==> src/rtl/bcd_updown_n.sv <==
// Packed-BCD up/down counter running 0..limit with validated parallel load,
// one-cycle wrap/error pulses and a direction-dependent terminal flag.
module bcd_digit (
  input  logic [3:0] d,
  input  logic       ci,
  input  logic       bi,
  output logic [3:0] inc,
  output logic [3:0] dec
);
  always_comb begin
    inc = d;
    dec = d;
    if (ci) inc = (d == 4'd9) ? 4'd0 : d + 4'd1;
    if (bi) dec = (d == 4'd0) ? 4'd9 : d - 4'd1;
  end
endmodule

module bcd_updown_n #(
  parameter int DIGITS = 2
) (
  input  logic                  clock,
  input  logic                  reset,
  input  logic                  enable,
  input  logic                  control,
  input  logic                  load,
  input  logic [4*DIGITS-1:0]   load_value,
  input  logic [4*DIGITS-1:0]   limit,
  output logic [4*DIGITS-1:0]   count,
  output logic                  wrap,
  output logic                  terminal,
  output logic                  error
);
  localparam int W = 4*DIGITS;

  function automatic logic bcd_ok(input logic [W-1:0] v);
    logic ok;
    ok = 1'b1;
    for (int i = 0; i < DIGITS; i++)
      if (v[4*i +: 4] > 4'd9) ok = 1'b0;
    return ok;
  endfunction

  logic [DIGITS-1:0] cy, bw;
  logic [W-1:0]      inc_v, dec_v;
  logic              lim_ok, ld_ok;

  // Carry (borrow) into digit i is set when every lower digit sits at 9 (0).
  assign cy[0] = 1'b1;
  assign bw[0] = 1'b1;
  for (genvar i = 1; i < DIGITS; i++) begin : g_chain
    assign cy[i] = cy[i-1] & (count[4*(i-1) +: 4] == 4'd9);
    assign bw[i] = bw[i-1] & (count[4*(i-1) +: 4] == 4'd0);
  end

  for (genvar i = 0; i < DIGITS; i++) begin : g_dig
    bcd_digit u_dig (
      .d   (count[4*i +: 4]),
      .ci  (cy[i]),
      .bi  (bw[i]),
      .inc (inc_v[4*i +: 4]),
      .dec (dec_v[4*i +: 4])
    );
  end

  assign lim_ok   = bcd_ok(limit);
  assign ld_ok    = bcd_ok(load_value) && (load_value <= limit);
  assign terminal = control ? (count == limit) : (count == '0);

  always_ff @(posedge clock) begin
    if (reset) begin
      count <= '0;
      wrap  <= 1'b0;
      error <= 1'b0;
    end else begin
      wrap  <= 1'b0;
      error <= 1'b0;
      if (load) begin
        if (ld_ok) count <= load_value;
        else       error <= 1'b1;
      end else if (enable) begin
        if (!lim_ok) begin
          error <= 1'b1;
        end else if (control) begin
          if (count >= limit) begin
            count <= '0;
            wrap  <= 1'b1;
          end else begin
            count <= inc_v;
          end
        end else begin
          if (count == '0) begin
            count <= limit;
            wrap  <= 1'b1;
          end else if (count > limit) begin
            // limit was lowered below the count: clamp without a wrap pulse
            count <= limit;
          end else begin
            count <= dec_v;
          end
        end
      end
    end
  end
endmodule

==> config.mk <==
export PLATFORM = sky130hd
export DESIGN_NAME = bcd_updown_n
export DESIGN_NICKNAME = d
export VERILOG_FILES = /design/src/rtl/bcd_updown_n.sv
export SDC_FILE = /design/constraint.sdc
export NUM_CORES = 1
export LEC_CHECK = 0
export ABC_CLOCK_PERIOD_IN_PS = 6200
export BUFFER_PORTS_ARGS = -buffer_cell sky130_fd_sc_hd__buf_2
export CAP_MARGIN = 5
export CORE_ASPECT_RATIO = 1.1
export CORE_MARGIN = 2
export CORE_UTILIZATION = 46
export DETAILED_ROUTE_END_ITERATION = 12
export PLACE_DENSITY_LB_ADDON = 0.05
export SETUP_SLACK_MARGIN = 0.5
export SLEW_MARGIN = 15
export SYNTH_ARGS = -nofsm -noshare
export SYNTH_HDL_FRONTEND = slang
export SYNTH_SLANG_ARGS = --single-unit
export TNS_END_PERCENT = 5
==> constraint.sdc <==
create_clock -name clock -period 6.2 [get_ports clock]
set_input_delay 0.62 -clock clock [delete_from_list [all_inputs] [get_ports clock]]
set_output_delay 0.62 -clock clock [all_outputs]
set_load 0.01 [all_outputs]
Word level (Yosys, flattened, before mapping)
Index checks and enable logic that the tools add are counted.

storage, ports and cells
  flip-flop bits (word level) = 10
  bits of input ports = 21
  logic and storage cells = 58

operators by class
  add/subtract/negate cells = 4
  magnitude comparators = 7
  equal/unequal tests = 5
  muxes and demuxes = 26
  bitwise operators = 2
  reductions and logical operators = 10

operators by type and width
  operator                                                             count
  8-bit two-way mux                                                    8
  4-bit two-way mux                                                    6
  4-bit > comparator (second input constant)                           4
  1-bit two-way mux                                                    12
  4-bit by 1-bit adder with 4-bit output (second input constant)       2
  4-bit equality test (second input constant)                          2
  8-bit equality test                                                  1
  8-bit >= comparator                                                  1
  8-bit > comparator                                                   1
  8-bit less-or-equal comparator                                       1
  4-bit zero test                                                      2
  8-bit zero test                                                      1
  4-bit by 1-bit subtractor with 4-bit output (second input constant)  2
  5-bit AND reduction                                                  1
  5-bit nonzero test                                                   1
  4-bit by 1-bit != test with 1-bit output (second input constant)     1
  2-bit nonzero test                                                   2
  4-bit OR reduction                                                   1
  3-bit AND reduction                                                  1
  2-bit by 1-bit != test with 1-bit output (second input constant)     1
  1-bit inverter                                                       2
  1-bit logical AND                                                    1

Logic depth before layout (Yosys ltp)
Gate-level depths: netlist of run 1.

  depth in word-level cells = 9
  depth in mapped cells = 9
  depth with buffers taken out = 8

By module
A second synthesis of run 1 with hierarchy kept.

second synthesis, totals
  cells, all modules = 194
  area total of the unflattened synthesis = 1,486.4 um2

by module, submodules not included
  module        instances  cells each  area each (um2)  seq. area each (um2)
  bcd_updown_n  1          146         1,188.6          200.2
  bcd_digit     2          24          148.9            0.0

Worst setup path before layout of run 1
OpenSTA, ideal clock, no wires.

  path type = input port to flip-flop
  start = input limit[1]
  end = register count[7]
  library setup time = 88 ps
  data arrival time = 2,141 ps
  setup slack = 3,970 ps
  stages on the path = 8
  cell sequence = inv_1 -> ha_1 -> nor2b_2 -> o211ai_2 -> a211oi_2 -> nor3_2 -> a221oi_1 -> a311oi_2

on the way
  word-level cells in the longest chain between the ends = 7
  elaborated cells between the ends (all ways) = 19
  classes of those cells = order compare (4); eq/ne (2); mux (9); reduce/logical (4)

RTL lines
  element               RTL line  RTL
  from (decl)           27        input logic [4*DIGITS-1:0] limit,
  8-bit > comparator    94        end else if (count > limit) begin
  8-bit two-way mux     94
  8-bit two-way mux     91        if (count == '0) begin
  8-bit two-way mux     83        end else if (control) begin
  8-bit two-way mux     81        if (!lim_ok) begin
  8-bit two-way mux     80        end else if (enable) begin
  8-bit two-way mux     77        if (load) begin
  to (signal assigned)  78        if (ld_ok) count <= load_value;
  to (signal assigned)  88        count <= inc_v;
  to (signal assigned)  92        count <= limit;
  to (decl)             28        output logic [4*DIGITS-1:0] count,

Parallel ways exist; a longest one is shown, timed or not. The select of a mux whose other input is x is not followed.
A chain may end at the register's enable or synchronous reset.

Final worst setup path of run 1
  start = register count[4]
  end = output terminal

on the way
  word-level cells in the longest chain between the ends = 2
  elaborated cells between the ends (all ways) = 3
  classes of those cells = eq/ne (1); mux (1); reduce/logical (1)

RTL lines
  element                                                        RTL line  RTL
  8-bit equality test / 8-bit zero test (equally long branches)  67        assign terminal = control ? (count == limit) : (count == '0);
  1-bit two-way mux (*)                                          67
  to (decl)                                                      30        output logic terminal,

Mark *: on every way between the ends. The rest lies on a longest branch, timed or not.

==> flow_summary.yaml, run 1 <==
synthesis:
  synth_flop_cell: "dfxtp_1"
  synth_edf_count: 0
  synth_most_common_cell: "ha_1"
  synth_top_cell_by_area: "ha_1"
  syn-mean-instance-area_um2: 8.136
  postSynthCellCount: 177
  synthesis.area_um2: 1440
  ys_seq_area_share_pct: 13.90
  syn_nets: 220
  yosys_warnings: 0
  synthArstFlopShare_pct: 0
  ys_seq_elements: 10
  yosysTopAreaCellShare_pct: 19.11
  synthTopCellsByArea: "ha_1 (19%), dfxtp_1 (14%), a21oi_1 (5.2%), a311oi_2 (4.2%), inv_1 (3.4%)"
  synth_cell_types: 54
  synthTopCellsByCount: "ha_1 (22), a21oi_1 (15), inv_1 (13)"
worst_setup_path:
  slowest_stage: "dfxtp_1"
  critical_path.top_delay_family: "simple AND/OR/NAND/NOR gates"
  cp_common_cell: "nor2b_1"
  worstPathRequired_ns: 5.58
  end_kind: "output port"
  slowest_delay_ns: 0.43
  crit_fanout: 10
  arrival_ns: 2.02
  crit_path_start_kind: "flip-flop"
  worst-path-buf-inv: 2
  crit_path_cell_trace: "inv_1 > ha_1 > nor2b_1 > nor2b_1 > nand2_1 > o21ai_0 > buf_2"
  path_class: "reg2out"
clock_network:
  clockBufferDepth: 2
  cts-root-buf: "clkbuf_4"
  htree_levels: 1
  cts_tree: "done"
  post_cts_resized: 0
  clkTransAtPathRegs_ns: 0.07
  postCtsSetupRepairBufs: 0
  clock_latency_ns: 0.26
  cts_hold_buf: 0
  cts_buffers: 3
  cts_sinks: 10
layout:
  layout-drive-gt1-share_pct: 26.47
  nets: 248
  antenna_cells: 0
  utilization_pct: 53.66
  syn_to_final_growth_pct: 12.60
drt:
  wl_per_cell_um: 17.75
  first_pass_iters: 4
  highest_layer: "met4"
  vias_per_cell: 6.311
  drc: 0
  wl_met2_um: 2077
  wl_met3_um: 193
  wl_um: 4225
  met1_length_um: 1831
  postRouteAntennaNets: 0
  drt_iter0_drc: 54
  vias: 1502
sta:
  worst_pin_slew_ns: 0.7382
  tns_ns: 0
  setup_violations: 0
  period_share_pct: 42.64
  slew_violations: 0
  fin_crit_ns: 2.644
  hold_viol_final: 0
  fmax_mhz: 378.3
  rsz0062_at_grt: "no"
  max-slew-margin-rel_pct: 50.45
  clock_skew_ns: 0.009029
  hold_ws_ns: 0.6361
die:
  die_w_um: 57.35
  fp.coreArea_um2: 3022
  dieArea_um2: 3595
  start_util_pct: 47.66
  rows: 21
  fp.dieH_um: 62.69
  pin_count: 32
power:
  sw_frac_of_total_pct: 42.91
  p_total_w: 0.0002880
  clockPowerShare_pct: 19.8
  p_int_w: 0.0001644
  p_leak_nw: 0.6750
  p_seq_share_pct: 29.2
  vdd.ir_drop.worst_mv: 0.1306
  p_sw_w: 0.0001236
  combPwrFrac_pct: 51.0
  power.density_nw_per_um2: 177.6
placement:
  port_buffers: 31
  gp_congestion: 0.9460
  dpl.hpwl_um: 3413
hold_path:
  hp-class: "reg2reg"
global_routing:
  grt_pass1_wl_um: 6955
  grt_pass1_vias: 1448
  globalRouteTotalUtil_pct: 24.63
  antenna_found_initial: 0
  grt_start_max_net_pins: 16
  gr-total-overflow: 0
status:
  outcome: "finished clean"
job:
  drv_cap: 0
## tightest hold or removal path, cell delays in order (launching register included)
cell,delay [ns]
dfxtp_1,0.38
a21oi_1,0.14
a311oi_1,0.06
## state kept, by name (all words and copies together), names as in the netlist
register and cells:
wrap 1, error 1, count 8
## power by group through the flow
| stage | clock network [W] | registers, W | logic, W |
|---|---|---|---|
| floorplan | 0 | 0.0000817 | 0.000108 |
| global placement | 0 | 0.0000852 | 0.000141 |
| detailed placement | 0 | 0.0000854 | 0.000144 |
| CTS | 0.0000577 | 0.0000840 | 0.000145 |
| global route | 0.0000612 | 0.0000858 | 0.000163 |
| finish | 0.0000570 | 0.0000842 | 0.000147 |
## layer usage
metal	global-route usage (%)	up-vias
li1	-	742
met1	30.52	703
met2	42.33	47
met3	5.797	10
met4	5.814	0
met5	0	-
## cell usage in the layout, fill, tap and decap left out, types with 2 or more instances in the layout
master,count
xor2_1,3
xnor2_1,2
o21ai_1,5
inv_1,13
nand2b_1,2
a31oi_1,6
clkbuf_4,3
ha_1,22
a311oi_2,4
o21ai_0,7
nand3_1,6
nor2_1,7
buf_2,31
a32oi_1,4
and3_4,2
o211ai_1,3
o31ai_1,2
nor2b_1,4
nand3b_1,3
nor3_1,7
a311oi_1,4
a21oi_1,15
or2_2,2
o221ai_1,2
dfxtp_1,10
nand4_1,3
nand2_1,5
or3_1,4
## cell families (layout without fill, tap and decap cells)
logic type               Yosys count  after routing  share of synthesized area (%)
AO/OA/AOI/OAI                     64             64                          32.93
AND/OR/NAND/NOR                   54             54                          23.72
adder cells (fa/ha/maj)           22             22                          19.11
buffers and inverters             22             49                          7.297
flip-flops                        10             10                          13.90
XOR/XNOR                           5              5                          3.041
## per-stage QoR
step	cell area (um^2)	setup WS, ns	instances
2_1_floorplan	1440	3.970	177
3_3_place_gp	1585	3.417	234
3_5_place_dp	1585	3.359	234
4_1_cts	1622	3.579	238
5_1_grt	1622	3.407	238
6_report	1622	3.556	238
## path summary, 6_finish.rpt
kind | startpoint | endpoint | slack, ns | depth (start not counted)
max | count[4]$_SDFFE_PP0P_ | terminal | 3.56 | 7
min | count[1]$_SDFFE_PP0P_ | count[1]$_SDFFE_PP0P_ | 0.64 | 2
max reg2reg | count[3]$_SDFFE_PP0P_ | count[3]$_SDFFE_PP0P_ | 3.64 | 6
min reg2reg | count[1]$_SDFFE_PP0P_ | count[1]$_SDFFE_PP0P_ | 0.64 | 2
## cell type report
type                       count  area [um^2]
fill                         308         1400
tap                           34        42.54
timing repair buffer          31        155.1
sequential                    10        200.2
multi-input combinational    145         1135
clock buffer                   4        36.28
inverter                      14        52.55
Note: power is estimated with default switching activity, not from simulation.
==> inputs of run 2 (changes only) <==
--- a/config.mk
+++ b/config.mk
@@ -5,7 +5,7 @@
 export SDC_FILE = /design/constraint.sdc
 export NUM_CORES = 1
 export LEC_CHECK = 0
-export ABC_CLOCK_PERIOD_IN_PS = 6200
+export ABC_CLOCK_PERIOD_IN_PS = 2250
 export BUFFER_PORTS_ARGS = -buffer_cell sky130_fd_sc_hd__buf_2
 export CAP_MARGIN = 5
 export CORE_ASPECT_RATIO = 1.1
==> constraint.sdc (replaced) <==
create_clock -name clock -period 2.25 [get_ports clock]
set_input_delay 0.225 -clock clock [delete_from_list [all_inputs] [get_ports clock]]
set_output_delay 0.225 -clock clock [all_outputs]
set_load 0.01 [all_outputs]
==> run 2 against run 1 <==
Net effect: wire length increased by 14%; global-route usage rose by 3.3 points; clock skew shrank 0.0047 ns; core utilization grew 11 points.
==> flow_summary.yaml, run 2 (synthesis gave the netlist of run 1 again) <==
status:
  outcome: "finished clean"
drt:
  wl_per_cell_um: 18.64
  drc: 0
  drt_iter0_drc: 61
  first_pass_iters: 4
  vias: 1615
  vias_per_cell: 6.236
  postRouteAntennaNets: 0
  wl_um: 4829
worst_setup_path:
  slowest_delay_ns: 0.37
  end_kind: "output port"
  crit_path_cell_trace: "inv_1 > ha_1 > nor2b_1 > nor2b_2 > nand2_1 > o21ai_0 > buf_2"
  worstPathRequired_ns: 2.03
  crit_fanout: 4
  path_class: "reg2out"
  r2r_start: "count[2]$_SDFFE_PP0P_"
  reg2regPathDepth: 7
  crit_path_start_kind: "flip-flop"
  slowest_stage: "dfxtp_2"
  arrival_ns: 1.87
  crit_path_start: "count[5]$_SDFFE_PP0P_"
die:
  pin_count: 32
  start_util_pct: 47.66
  fp.dieH_um: 62.69
  fp.coreArea_um2: 3022
  die_w_um: 57.35
  dieArea_um2: 3595
  rows: 21
sta:
  clock_skew_ns: 0.004346
  rsz0062_at_grt: "yes"
  slew_violations: 0
  worst_pin_slew_ns: 0.5552
  fmax_mhz: 477.7
  tns_ns: 0
  setup_violations: 0
  max-slew-margin-rel_pct: 62.81
  setup_ws_ns: 0.1568
  fin_crit_ns: 2.093
  period_share_pct: 93.03
  hold_viol_final: 0
global_routing:
  grt_pass1_wl_um: 7900
  gr-total-overflow: 0
  grt_pass1_vias: 1652
  globalRouteTotalUtil_pct: 27.98
  grt_start_max_net_pins: 16
  antenna_found_initial: 0
job:
  drv_cap: 0
layout:
  syn_to_final_growth_pct: 34.67
  utilization_pct: 64.18
  top_register: "count"
  nets: 269
  antenna_cells: 0
  final_common_cell: "buf_2"
  final.fill_count: 268
  largest_registers: "count: 8 flops, error: 1 flops, wrap: 1 flops"
  layout-drive-gt1-share_pct: 43.56
  final_cell_mix: "buf_2 (31), buf_4 (21), ha_1 (15)"
  largest_reg_flops: 8
clock_network:
  cts_buffers: 3
  htree_levels: 1
  clockBufferDepth: 2
  cts-root-buf: "clkbuf_4"
  cts_tree: "done"
  cts_sinks: 10
  clkTransAtPathRegs_ns: 0.08
  clock_latency_ns: 0.28
placement:
  dpl.hpwl_um: 3706
  dp_slack_ns: 0.02088
  port_buffers: 31
  gp_congestion: 0.9253
power:
  power.density_nw_per_um2: 483.9
  vdd.ir_drop.worst_mv: 0.4508
  p_total_w: 0.0009385
  p_leak_nw: 0.7878
hold_path:
  hold_start: "enable"
  hp-class: "in2reg"
  hold_depth: 2
[run 2: cell types whose count changed in the layout (fill, tap and decap cells not counted), moves of 2 or more]
cell	change
buf_4	+21
ha_1	-7
ha_4	+7
dfxtp_1	-6
dfxtp_2	+4
a21oi_1	-2
a21oi_2	+2
dfxtp_4	+2
nor2_1	-2
[run 2: path summary, 6_finish.rpt]
path,to,slack [ns]
setup / recovery,terminal,0.16
setup reg to reg,count[0]$_SDFFE_PP0P_,0.17
hold reg to reg,count[5]$_SDFFE_PP0P_,0.64
hold / removal,wrap$_SDFF_PP0_,0.24
[run 2: metal layers]
| layer | routed length [um] | up-vias | track usage [%] | part of all wire [%] |
|---|---|---|---|---|
| li1 | - | 786 | - | - |
| met1 | 1963 | 746 | 34.05 | 41 |
| met2 | 2452 | 66 | 48.86 | 51 |
| met3 | 249 | 17 | 4.555 | 5.2 |
| met4 | 163 | 0 | 9.302 | 3.4 |
| met5 | 0 | - | 0 | 0 |
[run 2: report_power, final]
part | leakage, nW | switching [W] | internal (W) | total, W
Clock | 0.0210 | 0.0000819 | 0.0000986 | 0.000180
Sequential | 0.0851 | 0.0000198 | 0.000196 | 0.000215
Combinational | 0.682 | 0.000305 | 0.000238 | 0.000543
Total | 0.788 | 0.000407 | 0.000532 | 0.000939
[run 2: final cells by class]
| type | instances | area (um^2) | share of cell area [%] |
|---|---|---|---|
| inverters | 14 | 55.05 | 2.839 |
| well taps | 34 | 42.54 | 2.194 |
| multi-input cells | 145 | 1280 | 66.00 |
| flip-flops and latches | 10 | 212.7 | 10.97 |
| repair buffers | 52 | 312.8 | 16.13 |
| clock buffers | 4 | 36.28 | 1.871 |
[run 2: worst max-delay path, delay by kind of cell (launching register included)]
kind / cells / cell delay, ns
adder cells (fa/ha/maj): 1 / 0.16
AND/OR/NAND/NOR: 3 / 0.57
AO/OA/AOI/OAI: 1 / 0.20
flip-flops: 1 / 0.37
buffers and inverters: 2 / 0.27
[run 2: per-stage QoR]
stage | cells | instance area (um^2) | hold WS [ns]
6_report | 259 | 1939 | 0.2406
5_1_grt | 259 | 1939 | 0.2375
4_1_cts | 259 | 1937 | 0.2368
3_5_place_dp | 246 | 1727 | 0.5405
3_3_place_gp | 246 | 1727 | 0.5265
2_1_floorplan | 177 | 1491 | 0.3966
[run 2: timing repair]
item / in CTS / in global routing
endpoints found under the setup margin: 10 / 10
endpoints found under the hold margin: 0 / 0
hold buffers: 0 / 0
buffers inserted: 9 / 0
pin swaps: 11 / 0
resized for setup: 17 / 1
